==> src/rtl/display_pkg.sv <==
// -----------------------------------------------------------------------------
// display_pkg
// Shared types and helpers for the multiplexed 7-segment scanner.
//   scan_state_t : scan phase (BLANK dead-time / SHOW digit lit)
//   NIBBLE_W     : bits per displayed hex digit
//   DIGIT_IDX_W  : width of a digit index for a given digit count
//   TIMER_W      : width of a phase counter covering two phase lengths
// -----------------------------------------------------------------------------
package display_pkg;

    typedef enum logic {
        BLANK = 1'b0,
        SHOW  = 1'b1
    } scan_state_t;

    localparam int NIBBLE_W = 4;

    // ceil(log2(n)), never narrower than one bit.
    function automatic int DIGIT_IDX_W(input int n);
        return (n <= 1) ? 1 : $clog2(n);
    endfunction

    // ceil(log2(max(a, b))), never narrower than one bit. The counter only
    // reaches (length - 1), so this width is always sufficient.
    function automatic int TIMER_W(input int a, input int b);
        int m;
        m = (a > b) ? a : b;
        return (m <= 1) ? 1 : $clog2(m);
    endfunction

endpackage

==> src/rtl/scan_timer.sv <==
// -----------------------------------------------------------------------------
// scan_timer
// Phase counter for the display scanner. Counts 0 .. (length - 1) of the
// current phase and restarts from 0 whenever restart_i is high.
//
// Ports
//   clk         : system clock
//   reset       : synchronous, active-high reset (counter 0, phase A)
//   restart_i   : the current cycle ends the phase; next cycle counts from 0
//   sel_i       : length of the phase the next cycle belongs to
//                 (0 = LEN_A, 1 = LEN_B)
//   last_o      : registered, high during the last cycle of the phase
//   last_next_o : combinational look-ahead, high when the next cycle will be
//                 the last cycle of its phase
// -----------------------------------------------------------------------------
module scan_timer
    import display_pkg::*;
#(
    parameter int LEN_A = 2,
    parameter int LEN_B = 4
) (
    input  logic clk,
    input  logic reset,
    input  logic restart_i,
    input  logic sel_i,
    output logic last_o,
    output logic last_next_o
);

    localparam int TW = TIMER_W(LEN_A, LEN_B);
    localparam logic [TW-1:0] LAST_A = TW'(LEN_A - 1);
    localparam logic [TW-1:0] LAST_B = TW'(LEN_B - 1);

    logic [TW-1:0] count_q;
    logic [TW-1:0] count_d;
    logic          last_q;

    always_comb begin
        count_d     = restart_i ? '0 : count_q + TW'(1);
        last_next_o = (count_d == (sel_i ? LAST_B : LAST_A));
    end

    // last_q is precomputed one cycle ahead so the "last" flag is a flop and
    // the phase machine in the parent can react to it without a long path.
    always_ff @(posedge clk) begin
        if (reset) begin
            count_q <= '0;
            last_q  <= (LAST_A == '0);
        end else begin
            count_q <= count_d;
            last_q  <= last_next_o;
        end
    end

    assign last_o = last_q;

endmodule

==> src/rtl/display_scan.sv <==
// -----------------------------------------------------------------------------
// display_scan
// Time-multiplexed scanner for a bank of common-anode 7-segment digits that
// share one combinational hex-to-segment decoder. Each digit gets a BLANK
// dead-time (all digits off, nibble switched) followed by a SHOW phase (its
// enable low). New values are taken through a load/ack handshake and only
// applied at the frame boundary so a frame never mixes two values.
//
// Ports
//   clk         : system clock
//   reset       : synchronous, active-high reset
//   load        : request to display `value` (pulse or held)
//   value       : display value, nibble i drives digit i (digit 0 = LSD)
//   lz_blank_en : 1 = leading zero digits stay dark
//   nibble_out  : nibble for the decoder (registered)
//   digit_en_n  : active-low digit enables, at most one low (registered)
//   load_ack    : one-cycle pulse when a requested value becomes displayed
//   frame_done  : one-cycle pulse on the last cycle of every full scan
// -----------------------------------------------------------------------------
module display_scan
    import display_pkg::*;
#(
    parameter int NUM_DIGITS   = 4,
    parameter int DIV          = 50000,
    parameter int BLANK_CYCLES = 500
) (
    input  logic                           clk,
    input  logic                           reset,
    input  logic                           load,
    input  logic [NIBBLE_W*NUM_DIGITS-1:0] value,
    input  logic                           lz_blank_en,
    output logic [NIBBLE_W-1:0]            nibble_out,
    output logic [NUM_DIGITS-1:0]          digit_en_n,
    output logic                           load_ack,
    output logic                           frame_done
);

    localparam int IW = DIGIT_IDX_W(NUM_DIGITS);
    localparam logic [IW-1:0] LAST_IDX = IW'(NUM_DIGITS - 1);

    typedef logic [NUM_DIGITS-1:0][NIBBLE_W-1:0] nibbles_t;

    // Display value registers
    nibbles_t              shadow_q,   shadow_d;
    nibbles_t              pend_val_q, pend_val_d;
    logic                  pending_q,  pending_d;

    // Scan position
    scan_state_t           state_q,    state_d;
    logic [IW-1:0]         index_q,    index_d;

    // Registered outputs
    logic [NIBBLE_W-1:0]   nibble_q,   nibble_d;
    logic [NUM_DIGITS-1:0] en_n_q,     en_n_d;
    logic                  ack_q,      ack_d;
    logic                  fdone_q,    fdone_d;

    // Timer interface
    logic                  phase_last;
    logic                  next_last;
    logic                  sel_show;
    logic                  boundary;

    logic [NUM_DIGITS-1:0] suppress;

    // -------------------------------------------------------------------------
    // Leading-zero mask: digit i is dark when every nibble from i upward is 0.
    // Digit 0 is always shown so a zero value still displays "0".
    // -------------------------------------------------------------------------
    assign suppress[0] = 1'b0;

    generate
        for (genvar gi = 1; gi < NUM_DIGITS; gi++) begin : g_lz
            assign suppress[gi] = lz_blank_en &&
                                  (shadow_q[NUM_DIGITS-1:gi] == '0);
        end
    endgenerate

    // -------------------------------------------------------------------------
    // Phase timer. The length selected is that of the phase the next cycle
    // belongs to, so it counts BLANK_CYCLES or DIV from the first cycle on.
    // -------------------------------------------------------------------------
    assign sel_show = (state_d == SHOW);

    scan_timer #(
        .LEN_A (BLANK_CYCLES),
        .LEN_B (DIV)
    ) u_timer (
        .clk         (clk),
        .reset       (reset),
        .restart_i   (phase_last),
        .sel_i       (sel_show),
        .last_o      (phase_last),
        .last_next_o (next_last)
    );

    // Last SHOW cycle of the highest digit: the only point where the
    // displayed value may change.
    assign boundary = (state_q == SHOW) && phase_last && (index_q == LAST_IDX);

    always_comb begin
        shadow_d   = shadow_q;
        pend_val_d = pend_val_q;
        pending_d  = pending_q;
        state_d    = state_q;
        index_d    = index_q;
        nibble_d   = nibble_q;
        en_n_d     = en_n_q;
        ack_d      = 1'b0;
        fdone_d    = 1'b0;

        // Handshake. A load arriving on the boundary cycle itself is taken
        // directly, so it wins over an older pending value.
        if (boundary) begin
            pending_d = 1'b0;
            if (load) begin
                shadow_d = nibbles_t'(value);
                ack_d    = 1'b1;
            end else if (pending_q) begin
                shadow_d = pend_val_q;
                ack_d    = 1'b1;
            end
        end else if (load) begin
            pending_d  = 1'b1;
            pend_val_d = nibbles_t'(value);
        end

        // Phase sequencing. Outputs are computed from the next-state values so
        // that they line up with the state they describe.
        if (phase_last) begin
            if (state_q == BLANK) begin
                state_d = SHOW;
                if (suppress[index_q]) begin
                    en_n_d = '1;
                end else begin
                    en_n_d = ~(NUM_DIGITS'(1) << index_q);
                end
            end else begin
                state_d  = BLANK;
                index_d  = (index_q == LAST_IDX) ? '0 : index_q + IW'(1);
                en_n_d   = '1;
                nibble_d = shadow_d[index_d];
            end
        end

        // Flag the final cycle of the frame one cycle early so it is a flop.
        fdone_d = (state_d == SHOW) && next_last && (index_d == LAST_IDX);
    end

    always_ff @(posedge clk) begin
        if (reset) begin
            shadow_q   <= '0;
            pend_val_q <= '0;
            pending_q  <= 1'b0;
            state_q    <= BLANK;
            index_q    <= '0;
            nibble_q   <= '0;
            en_n_q     <= '1;
            ack_q      <= 1'b0;
            fdone_q    <= 1'b0;
        end else begin
            shadow_q   <= shadow_d;
            pend_val_q <= pend_val_d;
            pending_q  <= pending_d;
            state_q    <= state_d;
            index_q    <= index_d;
            nibble_q   <= nibble_d;
            en_n_q     <= en_n_d;
            ack_q      <= ack_d;
            fdone_q    <= fdone_d;
        end
    end

    assign nibble_out = nibble_q;
    assign digit_en_n = en_n_q;
    assign load_ack   = ack_q;
    assign frame_done = fdone_q;

endmodule

==> config.mk <==
export PLATFORM = sky130hd
export DESIGN_NAME = display_scan
export DESIGN_NICKNAME = d
export VERILOG_FILES = /design/src/rtl/display_pkg.sv /design/src/rtl/scan_timer.sv /design/src/rtl/display_scan.sv
export SDC_FILE = /design/constraint.sdc
export NUM_CORES = 1
export LEC_CHECK = 0
export CAP_MARGIN = 20
export CELL_PAD_IN_SITES_DETAIL_PLACEMENT = 0
export CELL_PAD_IN_SITES_GLOBAL_PLACEMENT = 1
export CORE_UTILIZATION = 40
export DETAILED_ROUTE_END_ITERATION = 8
export PLACE_DENSITY = 0.8
export SYNTH_ARGS = -nofsm -noshare
export SYNTH_HDL_FRONTEND = slang
export SYNTH_SLANG_ARGS = --single-unit
==> constraint.sdc <==
create_clock -name clk -period 3.13 [get_ports clk]
set_input_delay 0.626 -clock clk [delete_from_list [all_inputs] [get_ports clk]]
set_output_delay 0.626 -clock clk [all_outputs]
set_load 0.1 [all_outputs]
==> results.cfg, run 1 <==
[critical_path]
critPathArrivalTime_ns = 2.82
critPathMaxFanout = 21
worstSetupEndpointType = flip-flop
slowest_delay_ns = 0.68
crit_chain = ha_1, nand2_1, nand2_1, nand2_1, a21oi_1
cp_slowest_cell = nand2_1
cp.required_ns = 3.41
worst-path-buf-inv = 0
crit_top_cell = nand2_1
critPathKind = flip-flop to flip-flop
cp_top_family = simple AND/OR/NAND/NOR gates
critPathLaunchType = flip-flop

[cts]
cts_hold_buf = 0
clock-sinks = 63
numCtsBuffers = 9
clkTransAtPathRegs_ns = 0.08
worstSkewPairLatency_ns = 0.35
cts-root-buf = clkbuf_8
cts-resized-gates = 0
htreeDepth = 3
postCtsSetupBuffers = 0
cts_tree = done
cts_buffer_depth = 2

[cells_and_area]
layout-drive-gt1-share_pct = 9.86
finalNetCount = 437
layout_common_cells = 84 x nor2_1, 63 x dfxtp_1, 52 x nand2_1, 41 x a21oi_1, 19 x clkdlybuf4s50_1
final_common_cell = nor2_1
antenna_cells = 0
area_growth_pct = 17.2
fillers = 749

[min_path]
holdCritPathClass = flip-flop to flip-flop

[timing]
grt_setup_unrepaired = no
setup_tns_ns = 0
fin_crit_sh_pct = 81.2
slew_violations = 0
setup_viol = 0
hold_violations = 0
holdWs_ns = 0.457
final.setup_skew_ns = 0.0120
fin_crit_ns = 2.54
slew_headroom_pct = 52.9
max_freq_mhz = 393
worstMarginPinSlew_ns = 0.704

[global_routing]
antenna_found_initial = 0
grt_pass1_wl_um = 12200
grt_max_degree = 29
track_usage_pct = 20.4
overflow = 0
grt_pass1_vias = 2526

[placed_design]
dp_hpwl_um = 5190
numPortBuffers = 29
place_congestion = 0.839

[pwr]
ir_drop_v = 0.000261
powerDensity_nw_per_um2 = 501
p_leak_nw = 1.33

[route]
dr_wl_met2_um = 3430
drt-total-wl_um = 7350
met3_length_um = 432
drtPass1Iterations = 4
drc = 0
wl_per_cell_um = 14.3
vias = 2726
top_layer = met4
viasPerCell = 5.29
drtIter0Drc = 131
ant_nets = 0
met1_length_um = 3410

[synth]
synth.avg_cell_area_um2 = 7.84
ys_types = 52
synth_edf_count = 0
synthCells = 392
syn-num-nets = 418
ys_ff_latch = 63
yosys_warnings = 0
syn_area_um2 = 3070
ys.flop_type = dfxtp_1
synthArstFlopShare_pct = 0
synth_seq_area_share_pct = 41.0

[status]
status = complete, no violations

[floorplan]
core_um2 = 7330
die-area_um2 = 8040
initial_core_util_pct = 41.9
die_w_um = 89.7
boundaryPins = 30
die_h_um = 89.7
std_cell_rows = 31

[flow_run]
drv_cap = 0
[worst reg2reg max path: cells and delay by family, from the launching register on]
kind | cells | cell delay [ns]
DFF | 1 | 0.56
AOI/OAI and AO/OA | 1 | 0.16
adders and majority gates | 1 | 0.44
and+or+nand+nor | 3 | 1.32
[path summary, 6_finish.rpt]
check / from / to / slack, ns / depth (start not counted)
worst max-delay path: u_timer.last_o$_SDFF_PP0_ / pend_val_q[1]$_SDFFE_PP0P_ / 0.59 / 5
worst min-delay path: pend_val_q[5]$_SDFFE_PP0P_ / pend_val_q[5]$_SDFFE_PP0P_ / 0.46 / 2
worst max register to register: u_timer.last_o$_SDFF_PP0_ / pend_val_q[1]$_SDFFE_PP0P_ / 0.59 / 5
worst min register to register: pend_val_q[5]$_SDFFE_PP0P_ / pend_val_q[5]$_SDFFE_PP0P_ / 0.46 / 2
[per-stage QoR]
stage	total power [mW]	worst slack, ns	area [um2]	cells	utilization, %
6_report	1.80	0.588	3600	515	49.1
5_1_grt	1.87	0.283	3600	515	49.1
4_1_cts	1.83	0.540	3600	515	49.1
3_5_place_dp	0.946	0.564	3360	499	45.8
3_3_place_gp	0.944	0.634	3360	499	45.8
2_1_floorplan	0.903	1.12	3070	392	-
[Yosys cell counts, drive strengths merged (2+ instances only)]
master	instances	area, um2
o211ai	4	30.0
o221ai	2	17.5
o211a	3	30.0
nor2b	6	37.5
or2	2	12.5
nand4	2	27.5
nor2	84	315
nand2	52	195
or3	3	18.8
ha	6	75.1
a31oi	2	12.5
nor3	7	40.0
xnor2	12	105
and2	2	12.5
dfxtp	63	1260
o21ai	3	15.0
o311ai	2	17.5
buf	7	42.5
nand2b	8	50.1
clkbuf	20	106
nand3	18	95.1
nor4	11	90.1
and3	3	18.8
inv	3	11.3
a21oi	41	205
a221oi	7	61.3
xor2	4	35.0
[area by class of cell]
type,instances,area (um2),share of cell area (%)
inverters,3,11.3,0.313
repair buffers,35,310,8.61
well taps,99,124,3.44
clock buffers,9,124,3.44
clock inverters,7,120,3.33
flip-flops and latches,63,1260,35.0
multi-input cells,299,1650,45.8
[state kept, by name, indices dropped and copies added (netlist names), 2 cells and up]
| signal | flops |
|---|---|
| digit_en_n | 4 |
| index_q | 2 |
| nibble_out | 4 |
| pend_val_q | 16 |
| shadow_q | 16 |
| u_timer.count_q | 16 |
[per-layer routing]
metal  GRT usage [%]  vias to the layer above
li1                -                     1390
met1            25.2                     1258
met2            33.2                       66
met3            7.22                       12
met4            6.35                        0
met5               0                        -
[report_power, final]
| part | internal, mW | switching [mW] | total (mW) |
|---|---|---|---|
| logic | 0.0438 | 0.0517 | 0.0956 |
| clock network | 0.531 | 0.347 | 0.879 |
| registers | 0.816 | 0.0143 | 0.831 |
[kinds of logic (layout without fill, tap and decap cells)]
kind of cell | after synthesis | count (layout) | synth area share, %
DFF | 63 | 63 | 41.0
and+or+nand+nor | 202 | 202 | 30.9
buffers and inverters | 30 | 54 | 5.21
adders and majority gates | 6 | 6 | 2.44
xor gates and xnor gates | 16 | 16 | 4.56
muxes | 1 | 1 | 0.326
AOI/OAI and AO/OA | 74 | 74 | 15.6
Note: power is estimated with default switching activity, not from simulation.
==> run 2: changes to the inputs <==
==> constraint.sdc (replaced) <==
create_clock -name clk -period 2.6 [get_ports clk]
set_input_delay 0.52 -clock clk [delete_from_list [all_inputs] [get_ports clk]]
set_output_delay 0.52 -clock clk [all_outputs]
set_load 0.1 [all_outputs]
==> run 2 against run 1 <==
  * Hold slack improved by 0.0013 ns
  * Setup slack got worse by 0.14 ns
  * Clock-buffer cell count increased by 1
  * Sequential share of layout area increased by 0.48 points
  * Final cell count increased by 0.78%
  * Combinational power increased by 22%
  * Sequential power increased by 20%
  * Die area unchanged
  * Clock skew increased by 0.0016 ns
  * Critical path type unchanged
  * Largest cell class unchanged
  * Largest power group is now registers
==> results.cfg, run 2 (synthesis results as in run 1) <==
[critical_path]
critPathLaunchType = flip-flop
reg2reg_from = state_q$_SDFF_PP0_
worstSetupEndpointType = flip-flop
crit_start = state_q$_SDFF_PP0_
critPathArrivalTime_ns = 2.41
cp_slowest_cell = or4b_1
critPathMaxFanout = 5
cp.required_ns = 2.85
crit_chain = ha_1, or4b_1, or3_1, mux2i_1, nand3_1, a2111oi_2
slowest_delay_ns = 0.43
critPathKind = flip-flop to flip-flop

[cts]
cts_buffer_depth = 2
cts_hold_buf = 0
cts-root-buf = clkbuf_8
htreeDepth = 3
clock-sinks = 63
cts-resized-gates = 0
worstSkewPairLatency_ns = 0.35
postCtsSetupBuffers = 0
cts_tree = done
clkTransAtPathRegs_ns = 0.08
numCtsBuffers = 9

[cells_and_area]
finalNetCount = 441
final_cells = 519
layout_common_cells = 84 x nor2_1, 63 x dfxtp_1, 52 x nand2_1, 41 x a21oi_1, 20 x buf_4
multi_input_area_um2 = 1650
area_growth_pct = 15.6
layout-drive-gt1-share_pct = 10.5
fillers = 736
antenna_cells = 0
seqCellArea_um2 = 1260
reg_top3 = pend_val_q x16, shadow_q x16, u_timer.count_q x16
final_common_cell = nor2_1

[pwr]
powerDensity_nw_per_um2 = 522
p_switching_uw = 478
p_comb_share_pct = 6.3
swShare_pct = 25.8
internal_power_mw = 1.38
p_clk_share_pct = 39.8
p_total_mw = 1.86
ir_drop_v = 0.000311
p_leak_nw = 1.31
power_frac_seq_pct = 53.9

[floorplan]
core_um2 = 7330
die-area_um2 = 8040
boundaryPins = 30
initial_core_util_pct = 41.9
die_w_um = 89.7
std_cell_rows = 31
die_h_um = 89.7

[timing]
grt_setup_unrepaired = no
setup_tns_ns = 0
worstMarginPinSlew_ns = 0.625
final.setup_skew_ns = 0.0136
fin_crit_sh_pct = 83.0
fin_crit_ns = 2.16
hold_violations = 0
setup_viol = 0
slew_violations = 0
max_freq_mhz = 464
slew_headroom_pct = 58.3

[global_routing]
grt_max_degree = 26
grt_pass1_wl_um = 12000
track_usage_pct = 19.8
grt_pass1_vias = 2488
overflow = 0
antenna_found_initial = 0

[placed_design]
dp_cells = 503
numPortBuffers = 29
place_congestion = 0.773
dp_hpwl_um = 5180

[route]
drtIter0Drc = 144
drt-total-wl_um = 7310
viasPerCell = 5.25
vias = 2726
drc = 0
ant_nets = 0
drtPass1Iterations = 4
wl_per_cell_um = 14.1

[min_path]
holdCritPathClass = flip-flop to flip-flop
worst_hold_startpoint = pend_val_q[3]$_SDFFE_PP0P_

[status]
status = complete, no violations

[flow_run]
drv_cap = 0
-- run 2: changes by cell type in the layout (fill, tap and decap cells not counted), sizes merged --
| cell | previous run | this run |
|---|---|---|
| buf | 16 | 20 |
| bufinv | 3 | 0 |
| clkbuf | 9 | 10 |
| clkinv | 2 | 3 |
| clkinvlp | 1 | 3 |
| inv | 4 | 3 |
-- run 2: worst paths after layout --
path / to / slack (ns) / cells past startpoint
setup / recovery: u_timer.last_o$_SDFF_PP0_ / 0.44 / 6
hold / removal: pend_val_q[3]$_SDFFE_PP0P_ / 0.46 / 2
setup reg to reg: u_timer.last_o$_SDFF_PP0_ / 0.44 / 6
hold reg to reg: pend_val_q[3]$_SDFFE_PP0P_ / 0.46 / 2
-- run 2: power by group through the flow --
stage | Clock [mW] | Sequential (mW) | Combinational, mW
2_1_floorplan | 0 | 1.01 | 0.0733
6_report | 0.739 | 1.00 | 0.117
3_3_place_gp | 0 | 1.02 | 0.117
5_1_grt | 0.802 | 1.00 | 0.131
4_1_cts | 0.756 | 0.999 | 0.119
3_5_place_dp | 0 | 1.02 | 0.118
-- run 2: layout make-up --
cell class                 count  area share (%)
clock buffer                  10            3.59
clock inverter                 6            1.06
inverter                       3           0.317
multi-input combinational    299            46.5
sequential                    63            35.5
tap                           99            3.49
timing repair buffer          39            9.58
-- run 2: per-stage QoR --
stage | worst slack (ns) | cell area (um2) | utilization (%) | hold slack [ns]
final | 0.443 | 3550 | 48.5 | 0.459
after floorplan | 0.588 | 3070 | - | 0.437
after global placement | 0.453 | 3390 | 46.2 | 0.444
after detailed placement | 0.413 | 3390 | 46.2 | 0.451
after CTS | 0.445 | 3550 | 48.5 | 0.461
after global routing | 0.289 | 3550 | 48.5 | 0.479
-- run 2: critical path, delay by kind of cell, from the launching register on --
kind	cells	cell delay (ns)
AO/OA/AOI/OAI	1	0.34
adder cells (fa/ha/maj)	1	0.37
flip-flops	1	0.35
multiplexers	1	0.14
AND/OR/NAND/NOR	3	0.87
-- run 2: layer usage --
layer  wire length [um]  vias up  GRT usage (%)  share of wire [%]
li1                   -     1388              -                  -
met1               3560     1260           26.5                 49
met2               3260       66           30.2                 45
met3                394       12           6.86                5.4
met4                 96        0           5.92                1.3
met5                  0        -              0                  0
